<file path="config.mk">
export PLATFORM = sky130hd
export DESIGN_NAME = regfile_bypass
export DESIGN_NICKNAME = d
export VERILOG_FILES = /design/src/rtl/regfile_bypass.sv
export SDC_FILE = /design/constraint.sdc
export NUM_CORES = 2
export LEC_CHECK = 0
export CAP_MARGIN = 20
export CORE_MARGIN = 2
export CORE_UTILIZATION = 43
export DETAILED_ROUTE_END_ITERATION = 6
export DONT_BUFFER_PORTS = 1
export SYNTH_ARGS = -nofsm -noshare
export SYNTH_HDL_FRONTEND = slang
export SYNTH_SLANG_ARGS = --single-unit
export TNS_END_PERCENT = 100
</file>
<file path="constraint.sdc">
create_clock -name clk -period 2.7 [get_ports clk]
set_input_delay 0.135 -clock clk [delete_from_list [all_inputs] [get_ports clk]]
set_output_delay 0.135 -clock clk [all_outputs]
set_load 0.02 [all_outputs]
</file>
<file path="src/rtl/regfile_bypass.sv">
// General-purpose register file for the ID stage with EX/MEM/WB operand
// forwarding, load-use hazard detection and a saturating stall-cycle counter.
module regfile_bypass #(
    parameter int unsigned DATA_W = 32,
    parameter int unsigned ADDR_W = 5,
    parameter int unsigned NREAD  = 2,
    parameter int unsigned CNT_W  = 32
) (
    input  logic                    clk,
    input  logic                    rst,
    input  logic [NREAD*ADDR_W-1:0] raddr,
    output logic [NREAD*DATA_W-1:0] rdata,
    output logic                    stall_req,
    input  logic                    ex_we,
    input  logic [ADDR_W-1:0]       ex_waddr,
    input  logic [DATA_W-1:0]       ex_wdata,
    input  logic                    ex_data_ok,
    input  logic                    mem_we,
    input  logic [ADDR_W-1:0]       mem_waddr,
    input  logic [DATA_W-1:0]       mem_wdata,
    input  logic                    mem_data_ok,
    input  logic                    we,
    input  logic [ADDR_W-1:0]       waddr,
    input  logic [DATA_W-1:0]       wdata,
    input  logic                    cnt_clr,
    output logic [CNT_W-1:0]        stall_cnt
);

    localparam int unsigned DEPTH = 1 << ADDR_W;

    logic [DATA_W-1:0]       r_mem [DEPTH];
    logic [CNT_W-1:0]        r_cnt;
    logic [NREAD*DATA_W-1:0] w_rdata;
    logic [NREAD-1:0]        w_hazard;
    logic                    w_stall;

    // Entry 0 is cleared on reset and never written, so it always holds zero.
    always_ff @(posedge clk) begin
        if (rst) begin
            for (int unsigned i = 0; i < DEPTH; i++) begin
                r_mem[i] <= '0;
            end
        end else if (we && (waddr != '0)) begin
            r_mem[waddr] <= wdata;
        end
    end

    // Youngest matching stage wins; an unproduced EX/MEM value flags a hazard.
    always_comb begin
        w_rdata  = '0;
        w_hazard = '0;
        for (int unsigned i = 0; i < NREAD; i++) begin
            if (raddr[i*ADDR_W +: ADDR_W] == '0) begin
                w_rdata[i*DATA_W +: DATA_W] = '0;
            end else if (ex_we && (ex_waddr == raddr[i*ADDR_W +: ADDR_W])) begin
                w_rdata[i*DATA_W +: DATA_W] = ex_wdata;
                w_hazard[i]                 = !ex_data_ok;
            end else if (mem_we && (mem_waddr == raddr[i*ADDR_W +: ADDR_W])) begin
                w_rdata[i*DATA_W +: DATA_W] = mem_wdata;
                w_hazard[i]                 = !mem_data_ok;
            end else if (we && (waddr == raddr[i*ADDR_W +: ADDR_W])) begin
                w_rdata[i*DATA_W +: DATA_W] = wdata;
            end else begin
                w_rdata[i*DATA_W +: DATA_W] = r_mem[raddr[i*ADDR_W +: ADDR_W]];
            end
        end
    end

    assign w_stall = |w_hazard;

    always_ff @(posedge clk) begin
        if (rst || cnt_clr) begin
            r_cnt <= '0;
        end else if (w_stall && (r_cnt != '1)) begin
            r_cnt <= r_cnt + 1'b1;
        end
    end

    assign rdata     = w_rdata;
    assign stall_req = w_stall;
    assign stall_cnt = r_cnt;

endmodule
</file>
==> qor.yml <==
floorplan:
  die_x_um: 373
  coreArea_mm2: 0.135
  start_util_pct: 43.3
  rows: 135
  die-area_mm2: 0.139
  die_h_um: 373
  ios: 226
critical_path:
  path_cells: "mux4_2 -> mux2i_1 -> a21oi_1 -> nand3_1 -> a21oi_1 -> buf_4"
  crit_top_cell: "a21oi_1"
  cp_top_family: "multiplexers"
  rrSetupSlack_ns: 0.38
  max_stage_delay_ns: 1.48
  cp_num_buf_inv: 1
  cp.required_ns: 2.57
  cp_max_fo: 324
  crit_path_start_kind: "input pin"
  crit_slowest_cell: "mux4_2"
  crit_type: "input pin to output pin"
  cp-end-kind: "output pin"
  critPathArrivalTime_ns: 3.75
clocking:
  clk_pin_slew_ns: 0.06
  clockBufferDepth: 3
  clkSinkCount: 1056
  htreeDepth: 3
  clk_latency_ns: 0.73
  cts_buffers: 115
  cts_tree: "built"
  root_buffer: "clkbuf_16"
grt:
  grt-ovfl-total: 0
  grt_pass1_wl_mm: 286
  antenna_found_initial: 14
  grt_pass1_vias: 39300
  grt_max_degree: 327
  grt_usage_pct: 28.5
sta:
  fin_crit_ns: 3.88
  rsz0062_at_grt: "true"
  setup_viol: 75
  worstMarginPinSlew_ns: 2.79
  relSlewSlack_pct: -86.1
  fin_setup_tns_ns: -52.34
  fmax_mhz: 258
  clock_skew_ns: 0.00543
  setup_ws_ns: -1.18
  fin_crit_sh_pct: 144
  hold_viol: 0
  drv_slew: 209
finish:
  utilization_pct: 50.1
  layout.nets: 4476
  syn_to_final_growth_pct: 15.9
  drive_gt1_share_pct: 25.1
power_and_ir_drop:
  ir_drop_v: 0.000565
  p_sw_share_pct: 24.7
  powerDensity_mw_per_mm2: 591
  clkPwrFrac_pct: 38.5
  p_switching_mw: 9.89
  p_int_mw: 30.1
  pwr-share-comb_pct: 13.3
  leakagePower_nw: 23.9
  p_seq_share_pct: 48.1
synthesis:
  synthArstFlopShare_pct: 0
  synth-main-ff-cell: "edfxtp_1"
  synth_edf_count: 1024
  synth-seq-cells: 1056
  netlist_instances: 4301
  synth_area_mm2: 0.0584
  syn-mean-instance-area_um2: 13.6
  yosysSeqAreaShare_pct: 53.7
  synth_warnings: 0
  synth.distinct_cells: 51
place:
  place_ws_ns: -0.0579
  routabilityCongestion: 0.896
  dp_hpwl_mm: 113
  port_buffers: 0
detailed_routing:
  drt_iter0_drc: 4896
  viasPerCell: 6.34
  drtPass1Iterations: 6
  drc: 0
  drtAntennaViolNets: 0
  wl_per_cell_um: 32.3
  routed_wirelength_mm: 201
  route.vias.total: 39500
min_path:
  hold_class: "input pin to flop"
outcome:
  status: "finished with violations"
  violations: "max-slew violations, negative setup slack"
job:
  cap_violations: 0
-- registers in the layout, summed over array words and instances, names as in the netlist --
register / cells
stall_cnt: 32
r_mem: 1024
-- per-stage QoR --
step | instances | area [µm²] | power [mW] | hold WS (ns)
floorplan | 4332 | 58600 | 22.8 | 0.298
global placement | 5900 | 61400 | 23.9 | 0.296
detailed placement | 5900 | 61400 | 24.0 | 0.295
CTS | 6204 | 66900 | 39.8 | 0.0290
global route | 6226 | 67700 | 41.0 | 0.0982
finish | 6234 | 67700 | 40.0 | 0.0873
-- cell usage after synthesis (12+ instances only) --
| cell | n | share of area (%) |
|---|---|---|
| edfxtp_1 | 1024 | 53 |
| and2_1 | 997 | 11 |
| mux2i_1 | 388 | 6.6 |
| mux4_2 | 382 | 15 |
| clkbuf_1 | 346 | 2.2 |
| a21oi_1 | 223 | 1.9 |
| a22oi_1 | 162 | 2.1 |
| nand2_1 | 84 | 0.54 |
| o21ai_0 | 78 | 0.67 |
| buf_2 | 65 | 0.56 |
| nand3_1 | 54 | 0.46 |
| nor2_1 | 42 | 0.27 |
| nand2b_1 | 35 | 0.37 |
| buf_1 | 34 | 0.22 |
| o221ai_1 | 33 | 0.49 |
| or2_2 | 33 | 0.35 |
| a211o_1 | 32 | 0.48 |
| a221oi_1 | 32 | 0.48 |
| a311oi_1 | 32 | 0.48 |
| dfxtp_1 | 32 | 1.1 |
| mux2_2 | 31 | 0.60 |
| xnor2_1 | 17 | 0.25 |
| or3_1 | 15 | 0.16 |
| nand4_1 | 13 | 0.14 |
| or4_1 | 13 | 0.17 |
| xor2_1 | 13 | 0.19 |
| buf_4 | 12 | 0.15 |
| o31ai_1 | 12 | 0.15 |
-- what timing repair did --
action | 4_1_cts | 5_1_grt
hold buffers | 96 | 0
gates cloned | 0 | 2
gates resized for setup | 188 | 83
hold endpoints to repair | 1177 | 0
endpoints found under the setup margin | 58 | 69
pin swaps | 58 | 54
setup buffers | 0 | 7
-- layer usage --
layer | track usage [%] | vias to the layer above | part of all wire (%)
met1 | 38.3 | 20300 | 39
met4 | 11.8 | 4 | 4.5
met5 | 0 | - | 0.017
li1 | - | 16500 | -
met2 | 44.2 | 2214 | 46
met3 | 7.06 | 473 | 10
-- final timing paths --
kind / start / depth (start not counted) / end
setup reg to reg: stall_cnt[6]$_SDFFE_PP0P_ / 5 / stall_cnt[17]$_SDFFE_PP0P_
hold reg to reg: stall_cnt[27]$_SDFFE_PP0P_ / 2 / stall_cnt[27]$_SDFFE_PP0P_
setup / recovery: raddr[6] / 6 / rdata[55]
hold / removal: waddr[4] / 3 / r_mem[12][3]$_SDFFCE_PN0P_
-- area by class of cell --
| type | instances | area (µm²) |
|---|---|---|
| sequential | 1056 | 31400 |
| timing repair buffer | 356 | 3800 |
| multi-input combinational | 2813 | 26700 |
| clock buffer | 151 | 3060 |
| antenna | 14 | 35.0 |
| inverter | 4 | 15.0 |
| tap | 1781 | 2230 |
| clock inverter | 59 | 497 |
| fill | 11500 | 67400 |
-- cell usage in the layout, fill, tap and decap left out, types with 16 or more instances in the layout --
cell type	instances
edfxtp_1	1024
a211o_1	17
nand3_1	33
a311oi_2	20
conb_1	32
a221oi_1	32
dfxtp_1	32
mux2i_1	358
clkinv_1	27
mux2i_4	20
dlygate4sd3_1	77
or2_2	33
a22oi_1	156
nand3_2	16
nand2b_1	28
a21oi_1	160
buf_4	202
nand2_1	78
clkbuf_16	118
mux4_2	382
a21oi_2	51
o21ai_0	53
buf_12	55
and2_1	996
clkbuf_1	34
o221ai_1	33
mux2_2	28
clkinv_2	20
nor2_2	31
-- power by group through the flow --
stage               logic [mW]  clock network, mW  registers (mW)
floorplan                 3.35                  0            19.4
global placement          4.38                  0            19.5
detailed placement        4.39                  0            19.6
CTS                       5.05               15.6            19.2
global route              5.49               16.1            19.4
finish                    5.33               15.4            19.3
-- worst reg2reg max path: stages (launching register included) --
cell	delay, ns
dfxtp_1	0.52
and4_1	0.33
nand4_1	0.25
or4_1	0.58
or4_1	0.41
a21oi_1	0.16
-- cells by family after synthesis --
kind of cell	Yosys count	synth area share [%]
mux	801	22.0
fa+ha+maj	1	0.0214
xor+xnor	31	0.477
flops	1056	53.7
other cells	1	0.00642
buf+inv	465	3.25
simple gates	1334	13.7
compound gates	612	6.86
Note: power is estimated with default switching activity, not from simulation.
